File: config.mk
export PLATFORM = sky130hd
export DESIGN_NAME = x_mpc_rx_frame
export DESIGN_NICKNAME = d
export VERILOG_FILES = /design/src/rtl/x_mpc_rx_frame.sv
export SDC_FILE = /design/constraint.sdc
export NUM_CORES = 1
export LEC_CHECK = 0
export ABC_CLOCK_PERIOD_IN_PS = 3740
export CAP_MARGIN = 25
export CORE_MARGIN = 4
export CORE_UTILIZATION = 45
export CTS_BUF_LIST = sky130_fd_sc_hd__clkbuf_8 sky130_fd_sc_hd__clkbuf_16
export DETAILED_ROUTE_END_ITERATION = 8
export PLACE_DENSITY = 0.67
export SETUP_SLACK_MARGIN = 0.05
export SLEW_MARGIN = 25
export SYNTH_ARGS = -nofsm -noshare
export SYNTH_HDL_FRONTEND = slang
export SYNTH_SLANG_ARGS = --single-unit
File: constraint.sdc
create_clock -name clock -period 3.74 [get_ports clock]
set_input_delay 0.748 -clock clock [delete_from_list [all_inputs] [get_ports clock]]
set_output_delay 0.748 -clock clock [all_outputs]
set_load 0.02 [all_outputs]
File: src/rtl/x_mpc_rx_frame.sv
// x_mpc_rx_frame
//   Assembles the two-bx MPC response (frame0, frame1) to each LCT frame the
//   TMB transmits. A 16-deep shift register of transmit strobes marks the bx
//   where frame0 is expected (mpc_delay clocks after the strobe); the frame
//   word of that bx and the one that follows it are captured. The captured
//   frames are then decoded into accept bits and an idle flag, and two
//   saturating counters are kept.
//
//   Optional feature: define MPC_RX_PARITY_EN to check even parity over each
//   2*WIDTH-bit frame. Parity errors are reported on rsp_parity_err and are
//   counted in err_count. Without the macro, rsp_parity_err is tied to 0.
//
// Ports
//   clock, reset_n         40 MHz clock, async active-low reset
//   din1st, din2nd         demux time slices (idle = all ones)
//   mpc_xmit               one-clock strobe: LCT frame sent this bx
//   mpc_delay              clocks from strobe to expected frame0
//   cnt_clear              synchronous clear of both counters
//   rsp_valid              one-clock pulse: rsp_* fields updated
//   rsp_frame0/1           captured frames, {din2nd,din1st}
//   rsp_accept             {LCT1 accepted, LCT0 accepted}
//   rsp_idle_err           a frame was all ones (no response)
//   rsp_parity_err         frame parity error (MPC_RX_PARITY_EN only)
//   busy                   capture in progress (second frame pending)
//   rsp_count, err_count   saturating response / error counters
module x_mpc_rx_frame #(
  parameter int WIDTH = 8,
  parameter int CNT_W = 16
) (
  input  logic               clock,
  input  logic               reset_n,
  input  logic [WIDTH-1:0]   din1st,
  input  logic [WIDTH-1:0]   din2nd,
  input  logic               mpc_xmit,
  input  logic [3:0]         mpc_delay,
  input  logic               cnt_clear,
  output logic               rsp_valid,
  output logic [2*WIDTH-1:0] rsp_frame0,
  output logic [2*WIDTH-1:0] rsp_frame1,
  output logic [1:0]         rsp_accept,
  output logic               rsp_idle_err,
  output logic               rsp_parity_err,
  output logic               busy,
  output logic [CNT_W-1:0]   rsp_count,
  output logic [CNT_W-1:0]   err_count
);

  localparam int FW = 2*WIDTH;

  typedef enum logic {S_IDLE = 1'b0, S_F1 = 1'b1} state_t;

  state_t        state, state_nxt;
  logic [FW-1:0] word_r;
  logic [FW-1:0] f0_hold;
  logic [15:0]   sr;
  logic          cap0;
  logic          take_f0;
  logic          complete;
  logic          overlap;
  logic          idle_now;
  logic          par_now;
  logic          err_now;
  logic [1:0]    acc_now;
  logic [1:0]    err_inc;
  logic [CNT_W:0] rsp_sum;
  logic [CNT_W:0] err_sum;

  // Input register and transmit-strobe history
  always_ff @(posedge clock or negedge reset_n) begin
    if (!reset_n) begin
      word_r <= '1;
      sr     <= '0;
    end else begin
      word_r <= {din2nd, din1st};
      sr     <= {sr[14:0], mpc_xmit};
    end
  end

  // Live delay select: sr[d] goes high d edges after the strobe edge, the
  // same edge that loads word_r with the frame0 bx.
  assign cap0 = sr[mpc_delay];

  // FSM: state register
  always_ff @(posedge clock or negedge reset_n) begin
    if (!reset_n) state <= S_IDLE;
    else          state <= state_nxt;
  end

  // FSM: next state. F1 always lasts exactly one clock.
  always_comb begin
    state_nxt = state;
    case (state)
      S_IDLE:  if (cap0) state_nxt = S_F1;
      S_F1:    state_nxt = S_IDLE;
      default: state_nxt = S_IDLE;
    endcase
  end

  // FSM: outputs / strobes
  always_comb begin
    busy     = (state == S_F1);
    take_f0  = (state == S_IDLE) && cap0;
    complete = (state == S_F1);
    // A second capture request while frame1 is still pending is dropped.
    overlap  = (state == S_F1) && cap0;
  end

  always_ff @(posedge clock or negedge reset_n) begin
    if (!reset_n)     f0_hold <= '0;
    else if (take_f0) f0_hold <= word_r;
  end

  // Decode of the frame pair being completed (f0_hold, word_r = frame1)
  assign idle_now = (f0_hold == '1) || (word_r == '1);
  assign acc_now  = idle_now ? 2'b00 : {word_r[FW-1], f0_hold[FW-1]};

`ifdef MPC_RX_PARITY_EN
  // Even parity per frame; all ones has even parity so idles never trip it.
  assign par_now = (^f0_hold) | (^word_r);

  always_ff @(posedge clock or negedge reset_n) begin
    if (!reset_n)      rsp_parity_err <= 1'b0;
    else if (complete) rsp_parity_err <= par_now;
  end
`else
  assign par_now        = 1'b0;
  assign rsp_parity_err = 1'b0;
`endif

  assign err_now = idle_now | par_now;

  // Response fields hold until the next completion
  always_ff @(posedge clock or negedge reset_n) begin
    if (!reset_n) begin
      rsp_valid    <= 1'b0;
      rsp_frame0   <= '0;
      rsp_frame1   <= '0;
      rsp_accept   <= 2'b00;
      rsp_idle_err <= 1'b0;
    end else begin
      rsp_valid <= complete;
      if (complete) begin
        rsp_frame0   <= f0_hold;
        rsp_frame1   <= word_r;
        rsp_accept   <= acc_now;
        rsp_idle_err <= idle_now;
      end
    end
  end

  // Counters: an overlap and an erroneous completion on the same edge add 2.
  always_comb begin
    err_inc = 2'd0;
    if (complete && err_now) err_inc = err_inc + 2'd1;
    if (overlap)             err_inc = err_inc + 2'd1;
  end

  assign rsp_sum = {1'b0, rsp_count} + {{CNT_W{1'b0}}, complete};
  assign err_sum = {1'b0, err_count} + {{(CNT_W-1){1'b0}}, err_inc};

  always_ff @(posedge clock or negedge reset_n) begin
    if (!reset_n) begin
      rsp_count <= '0;
      err_count <= '0;
    end else if (cnt_clear) begin
      rsp_count <= '0;
      err_count <= '0;
    end else begin
      rsp_count <= rsp_sum[CNT_W] ? '1 : rsp_sum[CNT_W-1:0];
      err_count <= err_sum[CNT_W] ? '1 : err_sum[CNT_W-1:0];
    end
  end

endmodule

==> results by group <==
Status
  – Outcome: finished clean

Timing
  – Slew margin rel.: 52.7%
  – Minimum clock period: 3490 ps
  – Worst Skew: 6.95 ps
  – Count of final setup violators: 0
  – WHS: 298 ps
  – Unrepaired setup endpoints after global routing: false
  – Fin. Hold Viols: 0
  – Pins Over Slew Limit: 0
  – Share of the clock period used by the worst path: 93.2%
  – Max Fclk: 0.287 GHz
  – Aggregate negative setup slack: 0 ps
  – Worst slew pin tran: 709 ps

Pwr
  – Peak VDD IR: 0.386 mV
  – Final Power: 0.00428 W
  – PD cells: 659 mW/mm²
  – Leakage Power: 2.68 nW

Detailed routing
  – Wl on met1: 4.58 mm
  – DRC marker count from the first detailed-route iteration: 169
  – ANT nets after route: 0
  – Number of vias per cell: 5.26
  – Drc violations: 0
  – Vias: 3,217
  – Metal3 WL: 610 µm
  – DR WL met2: 4.56 mm
  – Drt first pass iters: 4
  – DR top layer: met4
  – WL final: 9.87 mm
  – Wire per inst: 16.1 µm

Yosys
  – Synth top cells by count: dfrtp_1 (101), mux2_2 (42), a21oi_1 (28), dfstp_2 (16)
  – Post-synthesis xor/xnor area fraction: 3.14%
  – Synth Cell Area: 0.00475 mm²
  – #FFs+latches synth: 117
  – Most used DFF post-synth: dfrtp_1
  – Yosys top cell area share: 53.2%
  – Largest family of logic cells by synthesized area: multiplexers
  – Largest area contributor in the netlist: dfrtp_1
  – Simple-gate share of the synthesized area: 9.80%
  – Synth cell types: 48
  – Most frequent cell after synthesis: dfrtp_1
  – Sequential share of the synthesized area: 62.1%
  – Syn nets: 382
  – Synth Warn #: 0
  – Fraction of the mapped netlist area in compound gates: 6.22%
  – Post-synth EDFFs: 0
  – Synth top area cells: dfrtp_1 (53%), mux2_2 (10%), dfstp_2 (8.9%), a21oi_1 (3.0%), mux2_4 (2.8%)
  – Cells after synthesis: 352
  – Synth Area in Adders: 1.74%
  – Post-synthesis async set-or-reset flop share: 100%
  – Avg Cell Area, Syn: 13.5 µm²
  – Post-synthesis mux area share: 14.4%

Worst setup path
  – Delay-heaviest family, CP: simple AND/OR/NAND/NOR gates
  – RR Startpoint: sr[5]
  – Critical Path AT: 3830 ps
  – Setup crit start kind: input port
  – Max FO, Critical Path: 3
  – R2r setup slk: 380 ps
  – CP max stage cell: or4_1
  – R2r endpoint: err_count[12]
  – R2R depth: 12
  – Worst setup EP type: flop
  – Crit-path max cell delay: 560 ps
  – CP cell instances: clkdlybuf4s50_1 -> mux4_2 -> or2b_1 -> a21boi_1 -> ha_1 -> ha_2 -> inv_2 -> fa_2 -> nand3b_1 -> or4_1 -> nor3_1 -> a211oi_1
  – Worst Path Required: 4090 ps
  – Worst Setup Path Type: in -> reg
  – Crit path buf inv count: 2

Clock tree
  – Root Driver: clkbuf_8
  – Clock Sinks: 117
  – CTS clk-pin slew, worst paths: 60 ps
  – Num CTS Buffers: 17
  – # H-tree levels: 4
  – CTS max path bufs: 2
  – CTS tree: done
  – Post-CTS setup buffers: 0
  – Clock latency on the worst-skew pair: 500 ps

Layout
  – Layout Nets: 493
  – Diodes inserted: 0
  – Total of fill cells in the finished design: 777
  – Area grow syn2layout: 36.8%
  – Final core area utilization: 62.9%
  – Layout cell share with drive strength beyond 1: 27.1%

Floorplanning
  – Area of the die: 0.0123 mm²
  – Core ar.: 0.0103 mm²
  – Die width: 111 µm
  – Starting density of the core: 46.0%
  – Row cnt: 37
  – Die height: 111 µm
  – Boundary Pins: 94

Global route
  – Gr ovfl total: 0
  – Initial antenna violation count: 0
  – Largest net degree at the start of global routing: 64
  – First-pass GRT wire length: 16.7 mm
  – Tot GR Track Use: 16.8%
  – Vias in the first global route: 3,414

Place
  – Port Buf Inserts: 92
  – GPL Wtd Cong: 0.861
  – Dpl hpwl: 6.62 mm

Job
  – MaxCap Viol Count: 0

Hold path
  – Hold Crit Class: in -> async
==> worst max-delay path by stage <==
| stage | cells past startpoint | to | slack (ps) | startpoint |
|---|---|---|---|---|
| CTS | 13 | err_count[12] | 150 | mpc_delay[0] |
| detailed placement | 13 | err_count[12] | -640 | mpc_delay[0] |
| floorplan | 13 | err_count[12] | -20 | mpc_delay[0] |
| global route | 12 | err_count[12] | 50 | mpc_delay[1] |
| finish | 12 | err_count[12] | 250 | mpc_delay[1] |
| global placement | 13 | err_count[12] | -560 | mpc_delay[0] |
==> power breakdown <==
part           total (W)  switching [W]  internal [W]  leakage [nW]
sequential       0.00166       0.000150       0.00151          1.42
clock            0.00168       0.000565       0.00111         0.300
combinational   0.000947       0.000433      0.000514         0.958
==> worst register-to-register path, delay by kind of cell (launching register included) <==
kind	cells	cell delay (ps)
AOI/OAI and AO/OA	2	130
buffers and inverters	1	40
adders and majority gates	3	810
DFF	1	380
and+or+nand+nor	4	1080
muxes	2	780
==> routing by layer <==
layer  up-vias  global-route usage (%)
li1       1499                       -
met1      1604                    22.3
met2       101                    26.2
met3        13                    5.68
met4         0                    5.25
met5         -                       0
==> registers in the layout (all words and copies together) (netlist names), 2 cells and up <==
signal / cells
rsp_frame1: 16
rsp_accept: 2
f0_hold: 16
rsp_frame0: 16
rsp_count: 16
sr: 16
word_r: 16
err_count: 16
==> placed cells by master (no fill, tap or decap), types with 4 or more instances in the layout <==
cell type / instances
xnor2_1: 12
inv_1: 8
mux2_2: 42
buf_4: 14
dfrtp_1: 100
nor2b_1: 8
dfstp_2: 16
mux2_4: 10
bufinv_16: 4
nand2_1: 11
nand4_1: 12
clkdlybuf4s50_1: 89
a21oi_1: 28
nand3_1: 8
nor2_1: 9
nor3_1: 7
clkbuf_16: 16
ha_1: 4
a31oi_1: 6
nor4_1: 6
xor2_1: 5
clkinv_2: 4
and3_1: 7
==> per-stage QoR <==
stage	setup WS, ps	area, µm²	std cells
global route	53.5	6500	612
detailed placement	-644	5880	580
CTS	153	6500	612
floorplan	-15.8	4770	352
global placement	-564	5880	580
finish	254	6500	612
==> area by class of cell <==
cell class / count / area (µm²) / share of cell area (%)
sequential: 117 / 2950 / 45.4
multi-input combinational: 212 / 1700 / 26.1
timing repair buffer: 106 / 1030 / 15.8
clock buffer: 19 / 442 / 6.80
clock inverter: 13 / 180 / 2.77
tap: 136 / 170 / 2.62
inverter: 9 / 33.8 / 0.520
==> logic make-up (layout without fill, tap and decap cells) <==
logic type,after synthesis,in the layout
flops,117,117
simple gates,83,83
mux,57,57
compound gates,48,48
buf+inv,23,147
xor+xnor,17,17
fa+ha+maj,6,6
other cells,1,1
==> timing repair <==
action	4_1_cts	5_1_grt
setup endpoints to repair	16	16
resized for setup	1	2
hold buffers	0	0
gates cloned	0	0
(Power assumes the default switching activity.)
==> variant 1 (same flow settings) <==
The option `MPC_RX_PARITY_EN` is turned on by a define.
--- a/src/rtl/x_mpc_rx_frame.sv
+++ b/src/rtl/x_mpc_rx_frame.sv
@@ -23,6 +23,8 @@
 //   rsp_parity_err         frame parity error (MPC_RX_PARITY_EN only)
 //   busy                   capture in progress (second frame pending)
 //   rsp_count, err_count   saturating response / error counters
+`define MPC_RX_PARITY_EN
+
 module x_mpc_rx_frame #(
   parameter int WIDTH = 8,
   parameter int CNT_W = 16
Formal check against the unedited RTL: not equivalent (a bounded check fails within 4 cycles, from zero or initial values and one cycle with reset_n low).
==> variant 1 against the original RTL <==
- register-to-register slack worse by 50 ps
- power rose by 10%
- final cell count up 5.2%
- area after synthesis increased by 6.2%
- setup slack got worse by 20 ps
- synthesized cell count increased by 8.0%
- design area grew 4.9%
- wire length is 6.7% higher
- hold slack worse by 1.3 ps
- sequential cell count rose by 1
- count of clock-buffer cells in the layout fell by 1
- critical endpoint is now err_count[11]
==> variant 1: results (changes against the original RTL) <==
worst_setup_path:
  critPathLaunch: "mpc_delay[0]"
  cp-endpoint: "err_count[11]"
  r2r-start: "word_r[9]"
  worstPathMaxFanout: 10  # +7
  cp.arrival_ps: 3930  # +100 ps
  regToRegSetupSlack_ps: 330  # -50 ps
  worst-r2r-cell-count: 14  # +2
yosys:
  ys_seq_area_frac: 0.590  # -0.0312
  ys_top_cells_by_area: "dfrtp_1, mux2_2, dfstp_2"
  synthTopCellsByCount: "dfrtp_1, mux2_2, a21oi_1, xnor2_1, ha_1"
  yosysUniqueCellTypes: 45  # -6.3%
  synth_nets: 426  # +12%
  avgSynthCellArea_um2: 13.3  # -1.6%
placement:
  post-place-ws_ps: -606  # +37.3 ps
  io_buffers: 93  # +1.1%
  placed_area_um2: 6170  # +5.0%
  place_congestion: 0.831  # -3.5%
  dp_hpwl_um: 7220  # +9.0%
  dp.cells: 612  # +5.5%
timing:
  worst_pin_slew_ps: 723  # +13.7 ps
  fin_worst_skew_ps: 9.53  # +2.58 ps
  finalCritPeriodShare: 0.938  # +0.00547
  hold_ws_ps: 297  # -1.28 ps
routing:
  vias_per_cell: 5.17  # -1.6%
  met3WireLength_um: 606  # -0.66%
  drt-wirelength-per-cell_um: 16.4  # +1.4%
  wl_met1_um: 4700  # +2.6%
  wl_met2_um: 5080  # +11%
  drt_iter0_drc: 214  # +27%
  vias: 3330  # +3.5%
pwr:
  leakagePower_nw: 2.84  # +5.9%
  comb-power_mw: 1.30  # +37%
  p_switching_mw: 1.35  # +17%
  peakVddDrop_mv: 0.394  # +1.9%
  power_density_nw_per_um2: 693  # +5.2%
  p_seq_frac: 0.359  # -0.028
layout:
  nets: 537  # +8.9%
  fill_cells: 876  # +13%
  drive_gt1_frac: 0.232  # -0.0389
grt:
  grt_util_all_layers: 0.172  # +0.00352
  gr-usage-met1: 0.231  # +0.00789
  first_global_vias: 3493  # +2.3%
  grt_max_degree: 61  # -4.7%
  grtUsageMet3: 0.0477  # -0.00902
  grt.met2_usage: 0.276  # +0.0139
run_status:
  outcome: "finished clean"
clock_network:
  post_cts_resized: 2  # +1
  numCtsBuffers: 17  # unchanged
  htree_levels: 4  # unchanged
==> variant 1: cell type report <==
type | count | area, um2 | area share
Sequential cell | 118 | 2970 | 0.436
Clock buffer | 18 | 428 | 0.0628
Clock inverter | 14 | 209 | 0.0306
Inverter | 15 | 56.3 | 0.00826
Multi-Input combinational cell | 234 | 1950 | 0.286
Tap cell | 140 | 175 | 0.0257
Timing Repair Buffer | 105 | 1020 | 0.150
==> variant 1: critical path: stages <==
cell and delay (ps):
dlygate4sd2_1 310, mux2_1 350, mux4_2 480, or2b_1 170, a21oi_1 80, ha_1 280
ha_1 150, inv_1 60, fa_2 340, nand3b_1 240, nor4_4 290, nand2_1 110
buf_4 180, a21oi_1 140
==> variant 1: cell families (layout without fill, tap and decap cells) <==
family          after synthesis  count (layout)  share of synthesized area
flops                       118             118                      0.590
xor+xnor                     32              32                     0.0556
fa+ha+maj                    22              22                     0.0561
compound gates               53              53                     0.0620
mux                          55              55                      0.131
buf+inv                      28             152                     0.0273
simple gates                 72              72                     0.0784
==> variant 2 (same flow settings) <==
Made on the original files. Register the inputs `din1st`, `din2nd`, `mpc_xmit`, `mpc_delay` and `cnt_clear` before use. The logic sees them one clock later.
--- a/src/rtl/x_mpc_rx_frame.sv
+++ b/src/rtl/x_mpc_rx_frame.sv
@@ -49,6 +49,20 @@
 
   typedef enum logic {S_IDLE = 1'b0, S_F1 = 1'b1} state_t;
 
+  logic [WIDTH-1:0] din1st_q;
+  logic [WIDTH-1:0] din2nd_q;
+  logic mpc_xmit_q;
+  logic [3:0] mpc_delay_q;
+  logic cnt_clear_q;
+
+  always_ff @(posedge clock) begin
+    din1st_q    <= din1st;
+    din2nd_q    <= din2nd;
+    mpc_xmit_q  <= mpc_xmit;
+    mpc_delay_q <= mpc_delay;
+    cnt_clear_q <= cnt_clear;
+  end
+
   state_t        state, state_nxt;
   logic [FW-1:0] word_r;
   logic [FW-1:0] f0_hold;
@@ -71,14 +85,14 @@
       word_r <= '1;
       sr     <= '0;
     end else begin
-      word_r <= {din2nd, din1st};
-      sr     <= {sr[14:0], mpc_xmit};
+      word_r <= {din2nd_q, din1st_q};
+      sr     <= {sr[14:0], mpc_xmit_q};
     end
   end
 
   // Live delay select: sr[d] goes high d edges after the strobe edge, the
   // same edge that loads word_r with the frame0 bx.
-  assign cap0 = sr[mpc_delay];
+  assign cap0 = sr[mpc_delay_q];
 
   // FSM: state register
   always_ff @(posedge clock or negedge reset_n) begin
@@ -162,7 +176,7 @@
     if (!reset_n) begin
       rsp_count <= '0;
       err_count <= '0;
-    end else if (cnt_clear) begin
+    end else if (cnt_clear_q) begin
       rsp_count <= '0;
       err_count <= '0;
     end else begin
Check against the original RTL: not equivalent (a bounded check fails within 4 cycles, from zero or initial values and one cycle with reset_n low).
==> variant 2 against the original RTL <==
- power is 1.9% higher
- clock skew is 8.7 ps higher
- wire length is 1.6% higher
- sequential cell count is 22 higher
- area after synthesis is 8.6% higher
- die area is 8.0% higher
- setup slack better by 120 ps
- design area is 4.4% higher
- critical endpoint is now err_count[14]
==> variant 2: results (changes against the original RTL) <==
worst_setup_path:
  critPathLaunchType: "register"
  r2r-start: "mpc_delay_q[0]"
  worstPathMaxFanout: 15  # +12
  worst-r2r-cell-count: 13  # +1
  cp.arrival_ps: 3700  # -130 ps
  regToRegEndpoint: "err_count[14]"
placement:
  post-place-ws_ps: 118  # +762 ps
  placed_area_um2: 6220  # +5.9%
  dp_hpwl_um: 6750  # +1.9%
  place_congestion: 0.746  # -13%
  dp.cells: 593  # +2.2%
grt:
  grt_pass1_wl_um: 16700  # -0.29%
  grt_max_degree: 70  # +9.4%
  first_global_vias: 3348  # -1.9%
timing:
  timing.slew.headroom: 0.414  # -0.113
  hold_ws_ps: 293  # -5.49 ps
  fin_worst_skew_ps: 15.6  # +8.66 ps
yosys:
  synthMuxAreaShare: 0.132  # -0.0114
  yosysTopAreaCellShare: 0.490  # -0.0421
  async_reset_ff_frac: 0.842  # -0.158
  yosysUniqueCellTypes: 42  # -13%
  ys_seq_area_frac: 0.657  # +0.0363
  synth_compound_gate_area_share: 0.0536  # -0.00856
  ys_top_cells_by_area: "dfrtp_1, mux2_2, dfxtp_1"
  synth_nets: 400  # +4.7%
  synthAdderAreaFrac: 0.0160  # -0.00138
  synthTopCellsByCount: "dfrtp_1, mux2_2, a21oi_1"
layout:
  nets: 502  # +1.8%
  fin_cells: 625  # +2.1%
clock_network:
  clkSlewWorstSetupHoldPaths_ps: 60  # about the same
  post_cts_resized: 0  # -1
  clockBufferDepth: 2  # unchanged
  clock_latency_ps: 420  # -80 ps
  cts_root_buffer: "clkbuf_16"
pwr:
  pg_clk_mw: 1.51  # -10%
  power_density_nw_per_um2: 643  # -2.4%
  peakVddDrop_mv: 0.428  # +11%
  p_switching_mw: 1.20  # +4.8%
  pg_seq_mw: 1.92  # +16%
  leakagePower_nw: 2.80  # +4.6%
routing:
  vias_per_cell: 5.19  # -1.3%
  drt_iter0_drc: 191  # +13%
  wl_um: 10000  # +1.6%
run_status:
  outcome: "finished clean"
hold_path:
  hp-class: "reg -> reg"
variant 2: final cells by class:
| class | count | area [um2] |
|---|---|---|
| flip-flops and latches | 139 | 3390 |
| repair buffers | 98 | 976 |
| clock buffers | 20 | 467 |
| well taps | 140 | 175 |
| clock inverters | 12 | 77.6 |
| fillers | 885 | 4250 |
| inverters | 12 | 45.0 |
| multi-input cells | 204 | 1650 |
variant 2: worst max-delay path, cell delays in order, from the launching register on:
cell	delay [ps]
dfxtp_4	400
mux2_1	330
mux4_2	490
or2b_1	170
a21boi_0	80
ha_1	280
ha_1	150
inv_1	50
fa_1	390
and3b_1	250
nor4bb_4	240
nand3_1	110
buf_4	200
a31oi_1	160
variant 2: metal layers:
metal / vias to the layer above / track usage / share of wire
met3: 15 / 0.0732 / 0.084
li1: 1525 / - / -
met1: 1582 / 0.209 / 0.44
met5: - / 0 / 0
met2: 120 / 0.251 / 0.46
met4: 0 / 0.0642 / 0.017
